File: src/rtl/dmem_arbiter.sv
// dmem_arbiter: two-port (core / external loader) arbiter in front of a single
// synchronous data memory.
//
// The FSM arbitrates whenever a new request can be accepted, registers the
// winner's address, data and write enable toward the memory, and pulses the
// winner's grant for one cycle. A read spends one cycle in StIssue and one in
// StReadWait. At the end of StReadWait the memory output is latched into rdata
// and the owner's rvalid pulses.
//
// Build option: define DMEM_ARB_RR_EN to alternate contested grants between the
// ports using a last-winner register. Without it the core always wins a tie.
//
// Ports:
//   clk_i, rst_i            clock, asynchronous active-high reset
//   core_req_i/we/addr/wdata  core request (held until core_gnt_o)
//   core_gnt_o, core_rvalid_o core grant / read-valid pulses
//   ext_req_i/we/addr/wdata   external loader request
//   ext_gnt_o, ext_rvalid_o   external grant / read-valid pulses
//   rdata_o                 registered read data shared by both ports
//   mem_addr_o/mem_data_o/mem_wren_o  registered memory command
//   mem_q_i                 memory read data (one cycle after address)
//   busy_o                  high in StIssue or StReadWait
module dmem_arbiter #(
  parameter int unsigned ADDR_W = 16,
  parameter int unsigned DATA_W = 32
) (
  input  logic              clk_i,
  input  logic              rst_i,
  input  logic              core_req_i,
  input  logic              core_we_i,
  input  logic [ADDR_W-1:0] core_addr_i,
  input  logic [DATA_W-1:0] core_wdata_i,
  output logic              core_gnt_o,
  output logic              core_rvalid_o,
  input  logic              ext_req_i,
  input  logic              ext_we_i,
  input  logic [ADDR_W-1:0] ext_addr_i,
  input  logic [DATA_W-1:0] ext_wdata_i,
  output logic              ext_gnt_o,
  output logic              ext_rvalid_o,
  output logic [DATA_W-1:0] rdata_o,
  output logic [ADDR_W-1:0] mem_addr_o,
  output logic [DATA_W-1:0] mem_data_o,
  output logic              mem_wren_o,
  input  logic [DATA_W-1:0] mem_q_i,
  output logic              busy_o
);

  typedef enum logic [1:0] {StIdle, StIssue, StReadWait} state_e;

  state_e              state_q;
  logic                core_gnt_q, ext_gnt_q;
  logic                core_rvalid_q, ext_rvalid_q;
  logic [DATA_W-1:0]   rdata_q;
  logic [ADDR_W-1:0]   mem_addr_q;
  logic [DATA_W-1:0]   mem_data_q;
  logic                mem_wren_q;
  logic                rd_owner_ext_q;  // owner of the read currently in flight
`ifdef DMEM_ARB_RR_EN
  logic                last_ext_q;      // 1: ext won the most recent grant
`endif

  logic                arb_edge;
  logic                any_req;
  logic                pick_ext;
  logic                win_we;
  logic [ADDR_W-1:0]   win_addr;
  logic [DATA_W-1:0]   win_wdata;

  always_comb begin
    // Only the edge closing a read's issue cycle is not an arbitration point;
    // mem_wren_q distinguishes a write issue from a read issue.
    arb_edge = (state_q != StIssue) || mem_wren_q;
    any_req  = core_req_i | ext_req_i;
`ifdef DMEM_ARB_RR_EN
    pick_ext = ext_req_i & (~core_req_i | ~last_ext_q);
`else
    pick_ext = ext_req_i & ~core_req_i;
`endif
    win_we    = pick_ext ? ext_we_i    : core_we_i;
    win_addr  = pick_ext ? ext_addr_i  : core_addr_i;
    win_wdata = pick_ext ? ext_wdata_i : core_wdata_i;
  end

  always_ff @(posedge clk_i or posedge rst_i) begin
    if (rst_i) begin
      state_q        <= StIdle;
      core_gnt_q     <= 1'b0;
      ext_gnt_q      <= 1'b0;
      core_rvalid_q  <= 1'b0;
      ext_rvalid_q   <= 1'b0;
      rdata_q        <= '0;
      mem_addr_q     <= '0;
      mem_data_q     <= '0;
      mem_wren_q     <= 1'b0;
      rd_owner_ext_q <= 1'b0;
`ifdef DMEM_ARB_RR_EN
      last_ext_q     <= 1'b1;
`endif
    end else begin
      // Pulses default low; they are set only for the cycle that follows.
      core_gnt_q    <= 1'b0;
      ext_gnt_q     <= 1'b0;
      core_rvalid_q <= 1'b0;
      ext_rvalid_q  <= 1'b0;
      mem_wren_q    <= 1'b0;

      if (state_q == StReadWait) begin
        rdata_q <= mem_q_i;
        if (rd_owner_ext_q) begin
          ext_rvalid_q <= 1'b1;
        end else begin
          core_rvalid_q <= 1'b1;
        end
      end

      if (arb_edge) begin
        if (any_req) begin
          state_q        <= StIssue;
          mem_addr_q     <= win_addr;
          mem_data_q     <= win_wdata;
          mem_wren_q     <= win_we;
          rd_owner_ext_q <= pick_ext;
          core_gnt_q     <= ~pick_ext;
          ext_gnt_q      <= pick_ext;
`ifdef DMEM_ARB_RR_EN
          last_ext_q     <= pick_ext;
`endif
        end else begin
          state_q <= StIdle;
        end
      end else begin
        state_q <= StReadWait;
      end
    end
  end

  assign core_gnt_o    = core_gnt_q;
  assign ext_gnt_o     = ext_gnt_q;
  assign core_rvalid_o = core_rvalid_q;
  assign ext_rvalid_o  = ext_rvalid_q;
  assign rdata_o       = rdata_q;
  assign mem_addr_o    = mem_addr_q;
  assign mem_data_o    = mem_data_q;
  assign mem_wren_o    = mem_wren_q;
  assign busy_o        = (state_q != StIdle);

endmodule

File: config.mk
export PLATFORM = sky130hd
export DESIGN_NAME = dmem_arbiter
export DESIGN_NICKNAME = d
export VERILOG_FILES = /design/src/rtl/dmem_arbiter.sv
export SDC_FILE = /design/constraint.sdc
export NUM_CORES = 1
export LEC_CHECK = 0
export CORE_ASPECT_RATIO = 0.8
export CORE_UTILIZATION = 43
export CTS_BUF_LIST = sky130_fd_sc_hd__clkbuf_8
export CTS_CLUSTER_SIZE = 8
export DETAILED_ROUTE_END_ITERATION = 10
export PLACE_DENSITY = 0.86
export REMOVE_ABC_BUFFERS = 1
export SLEW_MARGIN = 20
export SYNTH_ARGS = -nofsm -noshare
export SYNTH_HDL_FRONTEND = slang
export SYNTH_SLANG_ARGS = --single-unit
File: constraint.sdc
create_clock -name clk_i -period 9.9 [get_ports clk_i]
set_input_delay 2.97 -clock clk_i [delete_from_list [all_inputs] [get_ports clk_i]]
set_output_delay 2.97 -clock clk_i [all_outputs]
set_load 0.05 [all_outputs]
=== Yosys cells after proc, flatten, opt, wreduce, memory -nomap -nowiden ===
Cells that the tools add are included.

* Word-level logic and storage cells: 34
* Input bits: 134
* Register bits after elaboration: 88
* Bits in writable memories: 0
* Latch bits: 0
* Memories kept: 0
* Bits in read-only memories: 0

* Muxes and demuxes: 15
* Reduce and logical (&&, ||, !) cells: 3
* Bitwise operators: 4
* Order comparisons: 0
* Multiply operators: 0
* Equality and inequality tests: 2
* Div/mod/pow operators: 0
* Shift operators: 0
* $add $sub $neg: 0

{| class="wikitable"
|+ Operators by type and width
! cell !! number
|-
| $mux W32 || 1
|-
| $mux W16 || 1
|-
| $mux W1 || 12
|-
| $eq A2 B2 Y1 const B || 1
|-
| $mux W2 || 1
|-
| $ne A2 B1 Y1 const B || 1
|-
| $not A1 Y1 || 2
|-
| $reduce_and A2 Y1 || 1
|-
| $reduce_bool A2 Y1 || 1
|-
| $and A1 B1 Y1 || 1
|-
| $logic_or A1 B1 Y1 || 1
|-
| $or A1 B1 Y1 || 1
|}

=== Longest topological paths before layout ===
Gate-level depths: netlist of the first run.

* Word-level depth: 5
* Gate-level depth with buffers: 5
* Gate-level depth less buffers: 3

=== Worst setup path after synthesis of the first run ===
OpenSTA, ideal clock, no wires.

* Path kind: input port to flip-flop
* Start: input port core_req_i
* End: register mem_addr_q[12], in the netlist mem_addr_o[12]
* Buffers on the path: 2
* Arrival: 3927 ps
* Stages: 5
* Slack: 5848 ps
* Cell sequence: nand2b_1 > buf_2 > buf_6 > mux2_2 > mux2_2

* Word-level cells in the longest chain between the ends: 3

{| class="wikitable"
|+ RTL lines
! item !! RTL line !! text
|-
| from (decl) || 29 || <nowiki>input logic core_req_i,</nowiki>
|-
| $not A1 Y1 || 78 || <nowiki>pick_ext = ext_req_i & ~core_req_i;</nowiki>
|-
| $and A1 B1 Y1 || 78 ||
|-
| $mux W16 || 81 || <nowiki>win_addr = pick_ext ? ext_addr_i : core_addr_i;</nowiki>
|-
| to (signal assigned) || 120 || <nowiki>mem_addr_q <= win_addr;</nowiki>
|-
| to (decl) || 55 || <nowiki>logic [ADDR_W-1:0] mem_addr_q;</nowiki>
|}

Parallel ways exist; a longest one is shown, timed or not.
A chain may end at the register's enable or synchronous reset.

=== Final worst setup path of the first run ===
* Start: input port core_req_i
* End: register mem_addr_q[10], in the netlist mem_addr_o[10]

Same word-level chain as after synthesis.

==> reports/metrics.cfg, run 1 <==
[outcome]
outcome = completed

[timing]
slew_violations = 0
tightest_slew_ns = 0.745
max-slew-margin-rel_pct = 50.3
period_needed_ns = 4.88
max_freq_mhz = 205
hold_viol = 0
clock_skew_ns = 0.00697
timing.hold.ws_ns = 0.441
timing.final.ws_setup_ns = 5.02
setup_viol = 0
timing.final.crit_share_pct = 49.3
fin_setup_tns_ns = 0
rsz0062_at_grt = no

[floorplan]
die_x_um = 108
io_pins = 220
rows = 30
core_um2 = 8630
start_util_pct = 45.1
die_area_um2 = 9430
fp.dieH_um = 87.1

[clock_tree]
cts_max_level = 3
cts-root-buf = clkbuf_8
cts_hold_buf = 0
cts_buffers = 9
clkSinkCount = 88
clock_path_buffers = 2
cts_tree = built
cts_setup_buffers = 0
cts_resized = 0
insertion_delay_ns = 0.35
path_clk_slew_ns = 0.09

[grt]
grt_first_pass_wirelength_um = 15300
antenna_found_initial = 0
grt-ovfl-total = 0
grt_pass1_vias = 3042
grt_usage_pct = 21.4
grt_start_max_net_pins = 83

[power]
power.density_nw_per_um2 = 341
ir_worst_vdd_v = 0.000240
power_mw = 2.17
p_leak_nw = 2.61

[setup_path]
path_common_cell = mux2_2
crit_required_ns = 10.13
cp_cell_sequence = clkdlybuf4s50_1 > nand2b_2 > buf_4 > mux2_2 > mux2_2
cpPeakStageDelay_ns = 0.53
critical-path-top-delay-family = buffers and inverters
cp-end-kind = flop
worstRegToRegCells = 4
startpoint_type = input port
cp_num_cells = 5
path_class = in2reg
worstPathArrival_ns = 5.11
crit_path_max_fanout = 32
worst-path-buf-inv = 2
cp_slowest_cell = clkdlybuf4s50_1

[layout]
final_nets = 600
antenna_cells = 0
fillers = 601
area_delta_synth_final_pct = 63.5
drive_gt1_share_pct = 30.6
fin_util_pct = 73.7

[place]
portBuffers = 219
globalplace.congestion = 0.731
dp_hpwl_um = 7420
dp_slack_ns = 4.63

[synthesis]
synthCells = 247
syn_area_um2 = 3890
ys_seq_area_share_pct = 56.6
ys_warn_count = 0
ys_ff_latch = 88
ys_types = 18
synth_area_per_cell_um2 = 15.7

[worst_hold_path]
whs_path_depth = 1
worstHoldPathType = reg2reg

[route]
vias = 2834
first_iter_violations = 66
final_antenna_net_count = 0
drt-wirelength-per-cell_um = 16.9
drt-total-wl_um = 9840
drtPass1Iterations = 4
drt-vias-per-instance = 4.86
drc = 0

[job]
cap_violations = 0

## routing by layer
layer	vias to the layer above	wire length [µm]	global-route usage (%)
li1	1315	-	-
met1	1390	3820	24.6
met5	-	0	0
met3	10	828	6.81
met4	0	104	6.27
met2	119	5090	38.3
## stage by stage
step                      instances  cell area, µm²
after global routing            583            6360
after global placement          567            6140
after detailed placement        567            6140
final                           583            6360
after floorplan                 232            3770
after CTS                       583            6350
## report_power, final
part	switching [mW]	total (mW)	leakage (nW)	internal (mW)
sequential	0.0858	0.612	1.03	0.526
combinational	0.793	1.30	1.48	0.507
clock	0.132	0.260	0.101	0.127
## registers in the layout (all words and copies together) (netlist names)
signal	flops
core_gnt_o	1
core_rvalid_o	1
ext_gnt_o	1
ext_rvalid_o	1
mem_addr_o	16
mem_data_o	32
mem_wren_o	1
rd_owner_ext_q	1
rdata_o	32
state_q	2
## path summary, 6_finish.rpt
| path | startpoint | to | slack [ns] |
|---|---|---|---|
| setup reg to reg | state_q[0]$_DFF_PP0_ | mem_addr_o[10]$_DFFE_PP0P_ | 7.81 |
| setup / recovery | core_req_i | mem_addr_o[10]$_DFFE_PP0P_ | 5.02 |
| hold / removal | rd_owner_ext_q$_DFFE_PP0P_ | core_rvalid_o$_DFF_PP0_ | 0.44 |
| max in group asynchronous | rst_i | mem_data_o[6]$_DFFE_PP0P_ | 6.16 |
| min in group asynchronous | rst_i | rdata_o[18]$_DFFE_PP0N_ | 2.81 |
| hold reg to reg | rd_owner_ext_q$_DFFE_PP0P_ | core_rvalid_o$_DFF_PP0_ | 0.44 |
## cell usage in the layout, fill, tap and decap left out
| cell type | n |
|---|---|
| or2_2 | 1 |
| nand2b_1 | 1 |
| bufinv_16 | 1 |
| clkbuf_8 | 10 |
| buf_4 | 3 |
| nand2_1 | 1 |
| inv_6 | 2 |
| dfrtp_1 | 88 |
| clkinv_2 | 1 |
| nor2_1 | 4 |
| mux2_2 | 110 |
| nor2b_1 | 1 |
| o22ai_1 | 1 |
| inv_1 | 1 |
| nand3b_1 | 1 |
| buf_6 | 1 |
| mux2_4 | 9 |
| inv_8 | 1 |
| nor2_4 | 1 |
| mux2_1 | 9 |
| clkdlybuf4s50_1 | 219 |
| a21oi_1 | 1 |
| nor3b_4 | 1 |
| clkinvlp_4 | 2 |
| nand2b_2 | 1 |
## kinds of logic (layout without fill, tap and decap cells)
group | after synthesis | after routing | share of synthesized area, %
AOI/OAI and AO/OA | 2 | 2 | 0.289
buffers and inverters | 17 | 241 | 3.22
DFF | 88 | 88 | 56.6
muxes | 128 | 128 | 37.9
and+or+nand+nor | 12 | 12 | 1.96
## area by class of cell
type / count / area, µm² / area share, %
Tap cell: 112 / 140 / 2.20
Sequential cell: 88 / 2200 / 34.6
Inverter: 2 / 8.76 / 0.138
Timing Repair Buffer: 223 / 2230 / 35.0
Multi-Input combinational cell: 142 / 1570 / 24.7
Clock inverter: 6 / 73.8 / 1.16
Clock buffer: 10 / 138 / 2.16
## synth_stat cells
master    count  area share, %
mux2_2      110             32
dfrtp_1      88             57
mux2_1        9            2.6
mux2_4        9            3.5
buf_2         7           0.90
buf_6         7            2.0
nor2_1        4           0.39
inv_1         2           0.19
nand2b_1      2           0.32
a21oi_1       1           0.13
clkbuf_1      1          0.096
nand2_1       1          0.096
nand3b_1      1           0.19
nor2_2        1           0.16
nor2b_1       1           0.16
nor3b_4       1           0.48
o22ai_1       1           0.16
or2_2         1           0.16
Power figures use the tool's default switching activity.
==> run 2: changes to the inputs <==
--- a/config.mk
+++ b/config.mk
@@ -6,11 +6,11 @@
 export NUM_CORES = 1
 export LEC_CHECK = 0
 export CORE_ASPECT_RATIO = 0.8
-export CORE_UTILIZATION = 43
+export CORE_UTILIZATION = 36
 export CTS_BUF_LIST = sky130_fd_sc_hd__clkbuf_8
 export CTS_CLUSTER_SIZE = 8
 export DETAILED_ROUTE_END_ITERATION = 10
-export PLACE_DENSITY = 0.86
+export PLACE_DENSITY = 0.76
 export REMOVE_ABC_BUFFERS = 1
 export SLEW_MARGIN = 20
 export SYNTH_ARGS = -nofsm -noshare
==> constraint.sdc (replaced) <==
create_clock -name clk_i -period 4.27 [get_ports clk_i]
set_input_delay 1.281 -clock clk_i [delete_from_list [all_inputs] [get_ports clk_i]]
set_output_delay 1.281 -clock clk_i [all_outputs]
set_load 0.05 [all_outputs]
==> run 2 against run 1 <==
Effect of this change: first-iteration DRC count increased by 1.5%; clock-buffer cell count decreased by 1; flip-flop and latch count unchanged; register-to-register slack got worse by 5.4 ns; worst hold slack got worse by 0.0089 ns; die area increased by 19%; highest routed layer unchanged.
==> reports/metrics.cfg, run 2 (synthesized netlist as in run 1, its figures left out) <==
[floorplan]
rows = 33  ; was 30
start_util_pct = 37.5  ; was 45.1%
core_um2 = 10400  ; was 8630 µm²
io_pins = 220  ; unchanged
die_x_um = 118  ; was 108 µm
fp.dieH_um = 95.0  ; was 87.1 µm
die_area_um2 = 11200  ; was 9430 µm²

[timing]
slew_violations = 0  ; unchanged
hold_viol = 0  ; unchanged
setup_viol = 0  ; unchanged
fin_setup_tns_ns = 0  ; unchanged
rsz0062_at_grt = no  ; unchanged
tightest_slew_ns = 0.729  ; was 0.745 ns
max-slew-margin-rel_pct = 51.4  ; was 50.3%
clock_skew_ns = 0.00878  ; was 0.00697 ns
timing.hold.ws_ns = 0.432  ; was 0.441 ns
max_freq_mhz = 325
period_needed_ns = 3.08
timing.final.crit_share_pct = 72.0

[place]
dpl_cell_area_um2 = 6210  ; was 6140 µm²
dp_hpwl_um = 7220  ; was 7420 µm
portBuffers = 219  ; unchanged
globalplace.congestion = 0.726  ; was 0.731

[layout]
area_delta_synth_final_pct = 65.3  ; was 63.5%
antenna_cells = 0  ; unchanged
final_common_cell = clkdlybuf4s50_1  ; unchanged
final_nets = 601  ; was 600
most-common-layout-cells = 219 x clkdlybuf4s50_1, 110 x mux2_2, 88 x dfrtp_1  ; unchanged
fin_util_pct = 62.0  ; was 73.7%
design_area_um2 = 6430  ; was 6360 µm²
drive_gt1_share_pct = 30.7  ; was 30.6%

[grt]
grt_pass1_vias = 3035  ; was 3042
antenna_found_initial = 0  ; unchanged
grt_usage_pct = 17.8  ; was 21.4%
grt_start_max_net_pins = 49  ; was 83
grt-ovfl-total = 0  ; unchanged
grt_first_pass_wirelength_um = 15400  ; was 15300 µm

[worst_hold_path]
worstHoldPathType = reg2reg  ; unchanged

[route]
drt-vias-per-instance = 4.61  ; was 4.86
drc = 0  ; unchanged
final_antenna_net_count = 0  ; unchanged
drt-total-wl_um = 9450  ; was 9840 µm
vias = 2820  ; was 2834
drt-wirelength-per-cell_um = 15.4  ; was 16.9 µm
first_iter_violations = 67  ; was 66
drtPass1Iterations = 4  ; unchanged

[setup_path]
crit_path_max_fanout = 3  ; was 32
startpoint_type = flop  ; was input port
cp_slowest_cell = clkdlybuf4s50_1  ; unchanged
cp_cell_sequence = or2_2 > clkdlybuf4s50_1  ; was clkdlybuf4s50_1 > nand2b_2 > buf_4 > mux2_2 > mux2_2
cpPeakStageDelay_ns = 0.71  ; was 0.53 ns
worstPathArrival_ns = 1.79  ; was 5.11 ns
crit_required_ns = 2.99  ; was 10.13 ns
cp-end-kind = output pin  ; was flop
path_class = reg2out  ; was in2reg

[clock_tree]
clock_path_buffers = 2  ; unchanged
path_clk_slew_ns = 0.09  ; about the same
cts_resized = 0  ; unchanged
cts_max_level = 3  ; unchanged
cts_setup_buffers = 0  ; unchanged
cts_buffers = 9  ; unchanged
clkSinkCount = 88  ; unchanged
cts_hold_buf = 0  ; unchanged
cts_tree = built  ; unchanged
insertion_delay_ns = 0.36  ; was 0.35 ns
cts-root-buf = clkbuf_8  ; unchanged

[job]
cap_violations = 0  ; unchanged

[outcome]
outcome = completed  ; unchanged

[power]
ir_worst_vdd_v = 0.000408  ; was 0.000240 V
p_leak_nw = 2.63  ; was 2.61 nW
power.density_nw_per_um2 = 787  ; was 341 nW/µm²

run 2: changes by cell type in the layout (fill, tap and decap cells not counted):
cell,delta
buf_6,-1
clkinv_4,+1
buf_12,+2
clkinvlp_4,-1
clkinv_2,+2
inv_8,-1
bufinv_16,+1
inv_6,-1
clkbuf_8,-1
run 2: power by group:
part           internal (mW)  leakage [nW]  switching (mW)
clock network          0.330         0.110           0.295
logic                   1.19          1.49            1.83
registers               1.22          1.03           0.197
total                   2.74          2.63            2.32
run 2: metrics by stage:
| step | setup WS [ns] | instances | power [mW] |
|---|---|---|---|
| 2_1_floorplan | 0.710 | 232 | 3.40 |
| 3_3_place_gp | 1.14 | 596 | 4.43 |
| 3_5_place_dp | 1.07 | 596 | 4.48 |
| 4_1_cts | 1.16 | 612 | 5.12 |
| 5_1_grt | 1.12 | 612 | 5.29 |
| 6_report | 1.19 | 612 | 5.06 |
run 2: final timing paths:
check / from / to / slack, ns / cells after the start
max: state_q[1]$_DFF_PP0_ / busy_o / 1.19 / 2
min in group asynchronous: rst_i / rdata_o[11]$_DFFE_PP0N_ / 1.34 / 2
max in group asynchronous: rst_i / mem_addr_o[2]$_DFFE_PP0P_ / 2.24 / 3
min reg2reg: rd_owner_ext_q$_DFFE_PP0P_ / core_rvalid_o$_DFF_PP0_ / 0.43 / 1
max reg2reg: state_q[0]$_DFF_PP0_ / mem_addr_o[6]$_DFFE_PP0P_ / 2.44 / 4
min: rd_owner_ext_q$_DFFE_PP0P_ / core_rvalid_o$_DFF_PP0_ / 0.43 / 1
run 2: critical path, delay by kind of cell, from the launching register on:
| family | cells | cell delay, ns |
|---|---|---|
| buffers and inverters | 1 | 0.71 |
| flip-flops | 1 | 0.42 |
| AND/OR/NAND/NOR | 1 | 0.30 |
run 2: layout make-up:
class | count | area, µm²
Clock inverter | 7 | 95.1
Clock buffer | 9 | 124
Inverter | 2 | 8.76
Multi-Input combinational cell | 142 | 1570
Tap cell | 140 | 175
Sequential cell | 88 | 2200
Timing Repair Buffer | 224 | 2250
Fill cell | 826 | 3930
run 2: layer usage:
metal	wire length, µm	up-vias	GRT usage, %	share of wire (%)
li1	-	1318	-	-
met1	3960	1392	20.9	42
met2	4810	104	31.0	51
met3	609	6	6.22	6.4
met4	77	0	5.13	0.81
met5	0	-	0	0
==> run 3: changes to the inputs <==
--- a/config.mk
+++ b/config.mk
@@ -6,11 +6,11 @@
 export NUM_CORES = 1
 export LEC_CHECK = 0
 export CORE_ASPECT_RATIO = 0.8
-export CORE_UTILIZATION = 36
+export CORE_UTILIZATION = 40
 export CTS_BUF_LIST = sky130_fd_sc_hd__clkbuf_8
 export CTS_CLUSTER_SIZE = 8
 export DETAILED_ROUTE_END_ITERATION = 10
-export PLACE_DENSITY = 0.76
+export PLACE_DENSITY = 0.8
 export REMOVE_ABC_BUFFERS = 1
 export SLEW_MARGIN = 20
 export SYNTH_ARGS = -nofsm -noshare
==> constraint.sdc (replaced) <==
create_clock -name clk_i -period 3 [get_ports clk_i]
set_input_delay 0.9 -clock clk_i [delete_from_list [all_inputs] [get_ports clk_i]]
set_output_delay 0.9 -clock clk_i [all_outputs]
set_load 0.05 [all_outputs]
==> run 3 against run 2 <==
Effect of this change: the flow now finishes with violations (design-rule violations); critical path depth unchanged; flip-flop and latch count unchanged; final area shrank 0.86%; clock skew up 0.0027 ns; core utilization is 7.0 points higher; sequential share of layout area rose by 0.30 points; via count increased by 0.39%; clock power grew 12%; critical path type unchanged.
==> reports/metrics.cfg, run 3 (synthesized netlist as in run 1, its figures left out) <==
[outcome]
outcome = complete, but fails checks  ; was completed
violations = design-rule violations

[setup_path]
cp_slowest_cell = clkdlybuf4s50_1  ; unchanged
crit_start = state_q[1]$_DFF_PP0_  ; unchanged
cp-end-kind = output pin  ; unchanged
worstPathArrival_ns = 1.78  ; was 1.79 ns
path_class = reg2out  ; unchanged
crit_required_ns = 2.10  ; was 2.99 ns
crit_end = busy_o  ; unchanged
worstRegToRegCells = 4  ; unchanged
cpPeakStageDelay_ns = 0.71  ; about the same
cp_cell_sequence = or2_2 > clkdlybuf4s50_1  ; unchanged
r2r-start = state_q[1]$_DFF_PP0_  ; was state_q[0]$_DFF_PP0_
r2r_setup_slack_ns = 1.48  ; was 2.44 ns
crit_path_max_fanout = 3  ; unchanged
startpoint_type = flop  ; unchanged
r2r_end = mem_data_o[18]$_DFFE_PP0P_  ; was mem_addr_o[6]$_DFFE_PP0P_

[grt]
grt_start_max_net_pins = 51  ; was 49
grt_first_pass_wirelength_um = 16200  ; was 15400 µm
antenna_found_initial = 0  ; unchanged
grt_pass1_vias = 3202  ; was 3035
grt_most_used_layer = met2  ; unchanged
met1_usage_pct = 22.8  ; was 20.9%
grt-ovfl-total = 0  ; unchanged
grt_use_met2_pct = 37.1  ; was 31.0%
grt_usage_pct = 20.7  ; was 17.8%
grt_use_met3_pct = 8.02  ; was 6.22%

[power]
power.density_nw_per_um2 = 1100  ; was 787 nW/µm²
p_leak_nw = 2.63  ; about the same
ir_worst_vdd_v = 0.000682  ; was 0.000408 V
power_mw = 7.03  ; was 5.06 mW

[layout]
drive_gt1_share_pct = 30.5  ; was 30.7%
final_common_cell = clkdlybuf4s50_1  ; unchanged
antenna_cells = 0  ; unchanged
most-common-layout-cells = 219 x clkdlybuf4s50_1, 110 x mux2_2, 88 x dfrtp_1  ; unchanged
final_nets = 602  ; was 601
fin_util_pct = 69.1  ; was 62.0%
area_delta_synth_final_pct = 63.9  ; was 65.3%

[floorplan]
die_x_um = 112  ; was 118 µm
die_area_um2 = 10100  ; was 11200 µm²
core_um2 = 9230  ; was 10400 µm²
io_pins = 220  ; unchanged
rows = 31  ; was 33
start_util_pct = 42.1  ; was 37.5%
fp.dieH_um = 90.2  ; was 95.0 µm

[clock_tree]
cts_hold_buf = 0  ; unchanged
path_clk_slew_ns = 0.09  ; about the same
cts_max_level = 3  ; unchanged
cts_setup_buffers = 0  ; unchanged
cts_buffers = 9  ; unchanged
insertion_delay_ns = 0.35  ; was 0.36 ns
clkSinkCount = 88  ; unchanged
cts_tree = built  ; unchanged
cts-root-buf = clkbuf_8  ; unchanged
cts_resized = 0  ; unchanged
clock_path_buffers = 2  ; unchanged

[timing]
tightest_slew_ns = 0.593  ; was 0.729 ns
slew_violations = 0  ; unchanged
rsz0062_at_grt = no  ; unchanged
hold_viol = 0  ; unchanged
max_freq_mhz = 373
max-slew-margin-rel_pct = 60.4  ; was 51.4%
setup_viol = 0  ; unchanged
clock_skew_ns = 0.0115  ; was 0.00878 ns
timing.final.crit_share_pct = 89.4
period_needed_ns = 2.68

[route]
final_antenna_net_count = 0  ; unchanged
drt-vias-per-instance = 4.82  ; was 4.61
drtPass1Iterations = 6  ; was 4
drc = 14  ; was 0
drt-total-wl_um = 9820  ; was 9450 µm
vias = 2831  ; was 2820
drt-wirelength-per-cell_um = 16.7  ; was 15.4 µm
first_iter_violations = 81  ; was 67

[place]
portBuffers = 219  ; unchanged
globalplace.congestion = 0.718  ; was 0.726
dp_hpwl_um = 7490  ; was 7220 µm

[worst_hold_path]
worstHoldPathType = reg2reg  ; unchanged

[job]
cap_violations = 0  ; unchanged

run 3: final cells by class:
class,instances,area [µm²]
multi-input combinational,142,1570
sequential,88,2200
tap,115,144
clock inverter,6,38.8
inverter,2,8.76
clock buffer,9,124
fill,694,2860
timing repair buffer,225,2290
run 3: worst min path at each step:
stage,startpoint,end,depth (start not counted)
4_1_cts,rd_owner_ext_q$_DFFE_PP0P_,core_rvalid_o$_DFF_PP0_,1
2_1_floorplan,rd_owner_ext_q$_DFFE_PP0P_,core_rvalid_o$_DFF_PP0_,1
6_report,rd_owner_ext_q$_DFFE_PP0P_,core_rvalid_o$_DFF_PP0_,1
3_5_place_dp,rd_owner_ext_q$_DFFE_PP0P_,core_rvalid_o$_DFF_PP0_,1
5_1_grt,rd_owner_ext_q$_DFFE_PP0P_,core_rvalid_o$_DFF_PP0_,1
3_3_place_gp,rd_owner_ext_q$_DFFE_PP0P_,core_rvalid_o$_DFF_PP0_,1
run 3: metal layers:
layer	up-vias	part of all wire (%)
li1	1317	-
met1	1386	38
met2	117	52
met3	11	9.3
met4	0	1.2
met5	-	0
run 3: metrics by stage:
step / setup WS [ns] / setup TNS [ns] / std cells / hold slack (ns) / area, µm²
2_1_floorplan: -0.179 / -15.71 / 232 / 0.403 / 3770
3_3_place_gp: 0.372 / 0 / 572 / 0.408 / 6210
4_1_cts: 0.283 / 0 / 587 / 0.453 / 6370
3_5_place_dp: 0.330 / 0 / 572 / 0.440 / 6210
5_1_grt: 0.232 / 0 / 587 / 0.467 / 6370
6_report: 0.317 / 0 / 587 / 0.446 / 6370
run 3: power breakdown:
| part | internal (mW) | total [mW] | switching (mW) |
|---|---|---|---|
| clock network | 0.293 | 0.697 | 0.403 |
| logic | 1.70 | 4.32 | 2.62 |
| registers | 1.74 | 2.02 | 0.283 |
| total | 3.73 | 7.03 | 3.31 |
run 3: critical path: cells and delay by family (launching register included):
kind,cells,cell delay [ns]
simple gates,1,0.30
flops,1,0.42
buf+inv,1,0.71
